--- src/rtl/wrr_packet_arbiter_pkg.sv ---
// Shared router definitions for the weighted round-robin packet arbiter:
// default sizes, arbiter state encoding and pointer-width helper.
package wrr_packet_arbiter_pkg;

    localparam int DEF_NUM_REQ  = 4;
    localparam int DEF_WEIGHT_W = 4;

    localparam logic [0:0] ARB_IDLE_ENC = 1'b0;
    localparam logic [0:0] ARB_LOCK_ENC = 1'b1;

    typedef enum logic [0:0] {
        ARB_IDLE = ARB_IDLE_ENC,
        ARB_LOCK = ARB_LOCK_ENC
    } arb_state_e;

    function automatic int calc_ptr_w(input int n);
        if (n > 1) begin
            return $clog2(n);
        end else begin
            return 1;
        end
    endfunction

endpackage

--- src/rtl/wrr_packet_arbiter_rr_pick.sv ---
// Combinational priority picker: lowest requester at or above i_ptr,
// otherwise lowest requester overall.
module wrr_packet_arbiter_rr_pick #(
    parameter int NUM_REQ = 4,
    parameter int PTR_W   = 2
) (
    input  logic [NUM_REQ-1:0] i_req,
    input  logic [PTR_W-1:0]   i_ptr,
    output logic [NUM_REQ-1:0] o_grant,
    output logic [PTR_W-1:0]   o_idx
);

    logic w_hit;

    // masked search, falling back to an unmasked search on a miss
    always_comb begin
        o_grant = '0;
        o_idx   = '0;
        w_hit   = 1'b0;
        for (int i = 0; i < NUM_REQ; i++) begin
            if (!w_hit && i_req[i] && (PTR_W'(i) >= i_ptr)) begin
                w_hit      = 1'b1;
                o_grant[i] = 1'b1;
                o_idx      = PTR_W'(i);
            end else begin
                w_hit = w_hit;
            end
        end
        for (int i = 0; i < NUM_REQ; i++) begin
            if (!w_hit && i_req[i]) begin
                w_hit      = 1'b1;
                o_grant[i] = 1'b1;
                o_idx      = PTR_W'(i);
            end else begin
                w_hit = w_hit;
            end
        end
    end

endmodule

--- src/rtl/wrr_packet_arbiter.sv ---
// Weighted round-robin packet arbiter: grants one channel per packet with
// zero-latency handshake; a winner keeps priority for weight[i] packets.
module wrr_packet_arbiter
    import wrr_packet_arbiter_pkg::*;
#(
    parameter int NUM_REQ  = DEF_NUM_REQ,
    parameter int WEIGHT_W = DEF_WEIGHT_W
) (
    input  logic                        clk,
    input  logic                        rst_n,
    input  logic                        i_arb_enable,
    input  logic [NUM_REQ-1:0]          i_req_valid,
    input  logic [NUM_REQ-1:0]          i_req_last,
    input  logic [NUM_REQ*WEIGHT_W-1:0] i_weight,
    input  logic                        i_out_ready,
    output logic                        o_out_valid,
    output logic                        o_out_last,
    output logic [NUM_REQ-1:0]          o_grant,
    output logic [NUM_REQ-1:0]          o_req_ready
);

    localparam int PTR_W = calc_ptr_w(NUM_REQ);

    arb_state_e          r_state;
    arb_state_e          w_state_nxt;
    logic [PTR_W-1:0]    r_ptr;
    logic [PTR_W-1:0]    r_owner;
    logic [PTR_W-1:0]    r_last_owner;
    logic                r_last_owner_vld;
    logic [WEIGHT_W-1:0] r_credit;

    logic [PTR_W-1:0]    w_pick_ptr;
    logic [PTR_W-1:0]    w_pick_idx;
    logic [PTR_W-1:0]    w_cur_idx;
    logic [PTR_W-1:0]    w_ptr_adv;
    logic [NUM_REQ-1:0]  w_pick_grant;
    logic [NUM_REQ-1:0]  w_owner_oh;
    logic [WEIGHT_W-1:0] w_sel_weight;
    logic [WEIGHT_W-1:0] w_load_val;
    logic [WEIGHT_W-1:0] w_credit_now;
    logic                w_xfer;
    logic                w_load;

    // fixed priority is the same search anchored at channel 0
    assign w_pick_ptr = i_arb_enable ? r_ptr : {PTR_W{1'b0}};

    wrr_packet_arbiter_rr_pick #(
        .NUM_REQ (NUM_REQ),
        .PTR_W   (PTR_W)
    ) u_pick (
        .i_req   (i_req_valid),
        .i_ptr   (w_pick_ptr),
        .o_grant (w_pick_grant),
        .o_idx   (w_pick_idx)
    );

    assign w_cur_idx = (r_state == ARB_LOCK) ? r_owner : w_pick_idx;

    always_comb begin
        w_owner_oh   = '0;
        w_sel_weight = '0;
        for (int i = 0; i < NUM_REQ; i++) begin
            if (PTR_W'(i) == r_owner) begin
                w_owner_oh[i] = 1'b1;
            end else begin
                w_owner_oh[i] = 1'b0;
            end
            if (PTR_W'(i) == w_cur_idx) begin
                w_sel_weight = i_weight[i*WEIGHT_W +: WEIGHT_W];
            end else begin
                w_sel_weight = w_sel_weight;
            end
        end
    end

    always_comb begin
        o_grant = '0;
        if (!rst_n) begin
            o_grant = '0;
        end else if (r_state == ARB_LOCK) begin
            o_grant = w_owner_oh;
        end else begin
            o_grant = w_pick_grant;
        end
    end

    assign o_out_valid = |(o_grant & i_req_valid);
    assign o_out_last  = |(o_grant & i_req_last);
    assign o_req_ready = o_grant & {NUM_REQ{i_out_ready}};
    assign w_xfer      = o_out_valid & i_out_ready;

    // a fresh turn starts whenever the winner is not the channel holding credit
    always_comb begin
        w_ptr_adv    = '0;
        w_load_val   = '0;
        w_load       = (r_state == ARB_IDLE) && (!r_last_owner_vld || (w_cur_idx != r_last_owner));
        if (w_cur_idx == PTR_W'(NUM_REQ - 1)) begin
            w_ptr_adv = '0;
        end else begin
            w_ptr_adv = w_cur_idx + PTR_W'(1);
        end
        if (w_sel_weight == {WEIGHT_W{1'b0}}) begin
            w_load_val = '0;
        end else begin
            w_load_val = w_sel_weight - WEIGHT_W'(1);
        end
        if (w_load) begin
            w_credit_now = w_load_val;
        end else begin
            w_credit_now = r_credit;
        end
    end

    always_comb begin
        w_state_nxt = r_state;
        case (r_state)
            ARB_IDLE: begin
                if (w_xfer && !o_out_last) begin
                    w_state_nxt = ARB_LOCK;
                end else begin
                    w_state_nxt = ARB_IDLE;
                end
            end
            ARB_LOCK: begin
                if (w_xfer && o_out_last) begin
                    w_state_nxt = ARB_IDLE;
                end else begin
                    w_state_nxt = ARB_LOCK;
                end
            end
            default: w_state_nxt = ARB_IDLE;
        endcase
    end

    always_ff @(posedge clk) begin
        if (!rst_n) begin
            r_state <= ARB_IDLE;
        end else begin
            r_state <= w_state_nxt;
        end
    end

    // owner capture and, in weighted mode only, pointer/credit bookkeeping
    always_ff @(posedge clk) begin
        if (!rst_n) begin
            r_ptr            <= '0;
            r_owner          <= '0;
            r_last_owner     <= '0;
            r_last_owner_vld <= 1'b0;
            r_credit         <= '0;
        end else begin
            if (w_xfer && (r_state == ARB_IDLE) && !o_out_last) begin
                r_owner <= w_cur_idx;
            end
            if (i_arb_enable && w_xfer) begin
                if (o_out_last) begin
                    if (w_credit_now == {WEIGHT_W{1'b0}}) begin
                        r_ptr            <= w_ptr_adv;
                        r_last_owner_vld <= 1'b0;
                        r_credit         <= '0;
                    end else begin
                        r_ptr            <= w_cur_idx;
                        r_credit         <= w_credit_now - WEIGHT_W'(1);
                        r_last_owner     <= w_cur_idx;
                        r_last_owner_vld <= 1'b1;
                    end
                end else if (w_load) begin
                    r_credit         <= w_load_val;
                    r_last_owner     <= w_cur_idx;
                    r_last_owner_vld <= 1'b1;
                end
            end
        end
    end

endmodule
--- config.mk ---
export PLATFORM = sky130hd
export DESIGN_NAME = wrr_packet_arbiter
export DESIGN_NICKNAME = d
export VERILOG_FILES = /design/src/rtl/wrr_packet_arbiter_pkg.sv /design/src/rtl/wrr_packet_arbiter_rr_pick.sv /design/src/rtl/wrr_packet_arbiter.sv
export SDC_FILE = /design/constraint.sdc
export NUM_CORES = 1
export LEC_CHECK = 0
export CAP_MARGIN = 20
export CORE_MARGIN = 10
export CORE_UTILIZATION = 44
export DETAILED_ROUTE_END_ITERATION = 10
export GPL_ROUTABILITY_DRIVEN = 0
export PLACE_DENSITY = 0.78
export SKIP_CTS_REPAIR_TIMING = 1
export SYNTH_ARGS = -nofsm -noshare
export SYNTH_HDL_FRONTEND = slang
export SYNTH_SLANG_ARGS = --single-unit
--- constraint.sdc ---
create_clock -name clk -period 4.2 [get_ports clk]
set_clock_uncertainty 0.1 [all_clocks]
set_input_delay 0.84 -clock clk [delete_from_list [all_inputs] [get_ports clk]]
set_output_delay 0.84 -clock clk [all_outputs]
set_load 0.05 [all_outputs]
==> metrics.txt, run 1 <==
Max Slew Vio Count=0; pwr dens=262 mW/mm²; number of max-cap violations=0; CP arrival=4.14 ns; Compound-Gate Fraction of Synth Area=35.6%; Port Buf Inserts=37; post-synth top area share=16.3%; #FFs+latches synth=12; largest area contributor in the netlist=dfxtp_1; Tcrit/Tclk final=96.5%; drt pass-1 iters=4; Tmin final=4.05 ns; synthesized cell area=0.00148 mm²; reported leakage power=0.947 nW; global-route wire length before repair=7.45 mm; asr flop ratio synth=0%; CTS Buf Count=3; reg2reg setup slack=0.80 ns; clock slew at reported path FFs=0.08 ns; CTS Buffer Depth=2; # IOs=38; GRT overflow=0; post-synthesis cell count=193; TritonCTS Sinks=12; 1st-iter DRT viols=141; Util after Layout=71.6%; Routed WL per cell=15.3 µm; Area contributors post-synth=dfxtp_1, a21oi_1, nand2_1; Critical Path Fanout Max=5; total number of vias=1770; Initial Util=47.2%; Detail Placement HPWL=3.72 mm; Total GRT Usage=14.2%; # DRC=0; H-Tree Depth=1; clock root buffer=clkbuf_4; worst skew pair latency=0.28 ns; Post-synth EDFFs=0; final setup fails=0; Die Y=78.0 µm; setup ws final=0.145 ns; post-synthesis mux area share=7.03%; CTS tree=built; core area=0.00313 mm²; worst min-delay path endpoint=r_credit[3]$_SDFFE_PN0P_; Commonest cells post-synth=nand2_1, a21oi_1, nor2_1, dfxtp_1, o21ai_0; Post-layout nets=298; antenna viol nets, final=0; setup_tns=0 ns; Synthesized Nets=225; WL final=4.72 mm; layout cells sized above 1=33.6%; hold-critical path depth=2; main combinational cell family by area after synthesis=compound AO/OA/AOI/OAI gates; Reg-to-Reg End=r_ptr[0]$_SDFFE_PN0P_; Primary FF master, synth=dfxtp_1; maximum vdd drop=224 µV; initial antenna violation count=0; Row Count=20; Avg Inst Size Synth=7.66 µm²; adder-cell area share of the yosys netlist=3.39%; relative slew slack=56.7%; CP endpoint kind=flip-flop; fill count=243; worst min path class=reg2reg; Synth Area in Simple Gates=31.0%; warning count from the yosys run=0; crit path launch type=primary input; status=finished clean; vias in the first global route=1670; crit path launch=i_req_valid[2]; Worst Tran Pin Value=0.649 ns; Distinct cells, synth=61; HP Start=r_credit[3]$_SDFFE_PN0P_; Required @ worst endpoint=4.28 ns; Area Overhead vs Synth=51.7%; WS Path Type=in2reg; Place WS=-0.215 ns; largest net degree at the start of global routing=14; die area=0.00608 mm²; R2R cell count=14; DIE WIDTH=78.0 µm; antenna cell count=0; final hold violation count=0; via/cell ratio=5.73; register area share after synthesis=16.3%; Max Fclk=247 MHz; xor/xnor share of the synthesized area=0.593%; most frequent cell after synthesis=nand2_1
[flip-flops by register name (all words and copies together), names as in the netlist, named ones only]
| register | count |
|---|---|
| r_credit | 4 |
| r_last_owner | 2 |
| r_last_owner_vld | 1 |
| r_owner | 2 |
| r_ptr | 2 |
[power by group]
part	switching [W]	leakage [nW]	internal (W)
Sequential	0.0000117	0.0975	0.000121
Combinational	0.000187	0.829	0.000176
Clock	0.0000398	0.0210	0.0000527
Total	0.000239	0.947	0.000349
[cells by family (layout without fill, tap and decap cells)]
| kind of cell | Yosys count | in the layout |
|---|---|---|
| AND/OR/NAND/NOR | 80 | 80 |
| AO/OA/AOI/OAI | 71 | 71 |
| buffers and inverters | 17 | 89 |
| flip-flops | 12 | 12 |
| multiplexers | 8 | 8 |
| adder cells (fa/ha/maj) | 4 | 4 |
| XOR/XNOR | 1 | 1 |
[through the flow]
step	hold slack, ns	power, W	cell area [µm²]	cells
3_5_place_dp	0.371	0.000471	2130	305
3_3_place_gp	0.361	0.000468	2130	305
5_1_grt	0.415	0.000623	2240	309
4_1_cts	0.391	0.000564	2170	309
6_report	0.395	0.000588	2240	309
2_1_floorplan	0.339	0.000346	1480	193
[critical path, cell delays in order]
cell and delay [ns]:
clkdlybuf4s50_1 0.55, and4bb_1 0.22, a211oi_2 0.30, nor3_4 0.05, nor2_1 0.15, and2_4 0.16
inv_1 0.08, ha_4 0.19, buf_4 0.14, buf_4 0.13, a21oi_1 0.12, a22oi_1 0.08
buf_4 0.16, or2_2 0.30, nand2_1 0.13, mux2_4 0.19, o21ai_1 0.08, a311oi_2 0.27
[area by class of cell]
class	instances	area, µm²	share of cell area (%)
Multi-Input combinational cell	164	1220	54.5
Timing Repair Buffer	75	648	28.9
Sequential cell	12	240	10.7
Tap cell	44	55.1	2.46
Inverter	10	40.0	1.79
Clock buffer	4	36.3	1.62
[worst max path at each step]
stage	end	slack, ns	cells past startpoint
after floorplan	r_ptr[1]$_SDFFE_PN0P_	0.34	17
after global placement	r_credit[2]$_SDFFE_PN0P_	-0.21	17
after detailed placement	r_ptr[1]$_SDFFE_PN0P_	-0.22	17
after CTS	r_ptr[1]$_SDFFE_PN0P_	0.04	17
after global routing	r_credit[0]$_SDFFE_PN0P_	-0.02	18
final	r_ptr[1]$_SDFFE_PN0P_	0.15	18
[metal layers]
layer  vias to the layer above  global-route usage [%]  routed length [µm]
met2                        71                    24.2                2280
met4                         0                    5.02                  80
met5                         -                       0                   0
met3                         9                    3.23                 248
li1                        881                       -                   -
met1                       809                    17.1                2110
[cell usage in the layout (no fill, tap or decap), types with 2 or more instances in the layout]
cell / instances
ha_1: 2
a211o_1: 3
a211oi_1: 4
o21ai_1: 6
nor2b_1: 3
o31ai_1: 3
nor3_1: 4
dfxtp_1: 12
nor4b_2: 2
a21oi_1: 15
nand4_1: 2
clkdlybuf4s50_1: 25
dlymetal6s2s_1: 2
nand2_1: 19
clkbuf_4: 3
mux2_4: 4
and2_1: 4
nor3b_2: 2
a211oi_2: 4
mux2i_1: 3
a31oi_1: 5
buf_4: 47
a311oi_2: 2
nand3_1: 7
and2_4: 2
or2_2: 4
inv_1: 8
nor2_1: 14
o21ai_0: 10
nand2b_1: 5
Power figures use the tool's default switching activity.
==> inputs of run 2 (changes only) <==
--- a/config.mk
+++ b/config.mk
@@ -9,8 +9,9 @@
 export CORE_MARGIN = 10
 export CORE_UTILIZATION = 44
 export DETAILED_ROUTE_END_ITERATION = 10
+export DONT_BUFFER_PORTS = 1
 export GPL_ROUTABILITY_DRIVEN = 0
-export PLACE_DENSITY = 0.78
+export PLACE_DENSITY = 0.64
 export SKIP_CTS_REPAIR_TIMING = 1
 export SYNTH_ARGS = -nofsm -noshare
 export SYNTH_HDL_FRONTEND = slang
==> run 2 against run 1 <==
  * Utilization fell by 22 points
  * Highest routed layer unchanged
  * Setup slack improved by 0.20 ns
  * Hold slack improved by 0.014 ns
  * Largest power group unchanged
  * Die area did not move
==> metrics.txt, run 2 (synthesized netlist as in run 1, its figures left out) <==
CP arrival=3.94 ns (-0.20 ns); final hold violation count=0 (unchanged); clock root buffer=clkbuf_4; WS Path Type=in2reg; CP endpoint kind=flip-flop; CTS tree=built; Max Fclk=259 MHz (+5.1%); setup_tns=0 ns (unchanged); Tmin final=3.86 ns (-0.196 ns); Required @ worst endpoint=4.28 ns (about the same); antenna viol nets, final=0 (unchanged); TritonCTS Sinks=12 (unchanged); H-Tree Depth=1 (unchanged); number of flip-flops in the largest register=4 (unchanged); core area=0.00313 mm² (unchanged); 1st-iter DRT viols=230 (+63%); status=finished clean; die area=0.00608 mm² (unchanged); Critical Path Fanout Max=10 (+5); vias in the first global route=1483 (-11%); initial antenna violation count=0 (unchanged); global-route wire length before repair=6.80 mm (-8.7%); total chip power=0.000459 W (-22%); via/cell ratio=6.43 (+12%); CTS Buffer Depth=2 (unchanged); worst skew pair latency=0.27 ns (about the same); GRT overflow=0 (unchanged); worst min path class=reg2reg; Row Count=20 (unchanged); largest net degree at the start of global routing=16 (+2); reported leakage power=0.590 nW (-38%); Post-layout nets=228 (-23%); pwr dens=297 mW/mm² (+13%); Routed WL per cell=17.3 µm (+13%); Total GRT Usage=13.2% (-1.1 points); DIE WIDTH=78.0 µm (unchanged); Tcrit/Tclk final=91.9% (-4.7 points); CTS Buf Count=3 (unchanged); most common cell after layout, fill and taps aside=nand2_1; final setup fails=0 (unchanged); relative slew slack=24.0% (-33 points); RSZ-0062 raised after global routing=no; WL final=4.11 mm (-13%); # IOs=38 (unchanged); total number of vias=1530 (-14%); fill count=302 (+24%); clock slew at reported path FFs=0.08 ns (about the same); drt pass-1 iters=4 (unchanged); Detail Placement HPWL=3.36 mm (-9.6%); most frequent cells in the layout=nand2_1, a21oi_1, nor2_1, dfxtp_1, o21ai_0; layout cells sized above 1=18.0% (-16 points); Max Slew Vio Count=0 (unchanged); Port Buf Inserts=0 (-100%); Area Overhead vs Synth=4.66%; Largest Register=r_credit; # DRC=0 (unchanged); antenna cell count=0 (unchanged); maximum vdd drop=136 µV (-39%); crit path launch type=primary input; Initial Util=47.2% (unchanged); Worst Tran Pin Value=1.14 ns (+0.487 ns); Die Y=78.0 µm (unchanged); number of max-cap violations=0 (unchanged)
-- run 2: area by class of cell --
type	instances	area (µm²)	share of cell area, %
multi-input combinational	164	1150	74.4
sequential	12	240	15.5
clock buffer	3	22.5	1.46
inverter	10	40.0	2.59
timing repair buffer	5	37.5	2.43
tap	44	55.1	3.56
-- run 2: through the flow --
step	area [µm²]	util (%)	hold WS, ns	worst slack, ns	std cells
2_1_floorplan	1480	-	0.339	0.342	193
3_3_place_gp	1520	48.7	0.367	0.185	235
3_5_place_dp	1520	48.7	0.385	0.110	235
4_1_cts	1550	49.4	0.402	0.369	238
5_1_grt	1550	49.4	0.419	0.0642	238
6_report	1550	49.4	0.409	0.341	238
-- run 2: layer usage --
metal  wire length [µm]  GRT usage [%]  vias to the layer above
met5                  0              0                        -
met4                 70           5.20                        0
met3                418           3.69                        4
met2               1910           21.5                       81
met1               1720           15.9                      706
li1                   -              -                      739
-- run 2: where the power goes --
group / internal, W / switching [W]
Sequential: 0.000121 / 0.00000882
Clock: 0.0000331 / 0.0000377
Combinational: 0.000103 / 0.000156
Total: 0.000256 / 0.000202
-- run 2: critical path, stage by stage --
cell	delay, ns
and2_4	0.15
a211o_1	0.34
a21oi_4	0.24
nor2_1	0.07
and2_1	0.21
inv_1	0.12
ha_1	0.33
nor2b_1	0.26
o22ai_1	0.12
a221oi_1	0.34
or2_2	0.18
nand2_1	0.07
mux2i_2	0.28
nand3_1	0.15
a311oi_2	0.24
-- run 2: final timing paths --
| kind | start | endpoint | slack [ns] | cells past startpoint |
|---|---|---|---|---|
| worst max-delay path | i_arb_enable | r_ptr[1]$_SDFFE_PN0P_ | 0.34 | 15 |
| worst min-delay path | r_credit[3]$_SDFFE_PN0P_ | r_credit[3]$_SDFFE_PN0P_ | 0.41 | 2 |
| worst max register to register | r_ptr[0]$_SDFFE_PN0P_ | r_ptr[1]$_SDFFE_PN0P_ | 0.46 | 15 |
| worst min register to register | r_credit[3]$_SDFFE_PN0P_ | r_credit[3]$_SDFFE_PN0P_ | 0.41 | 2 |
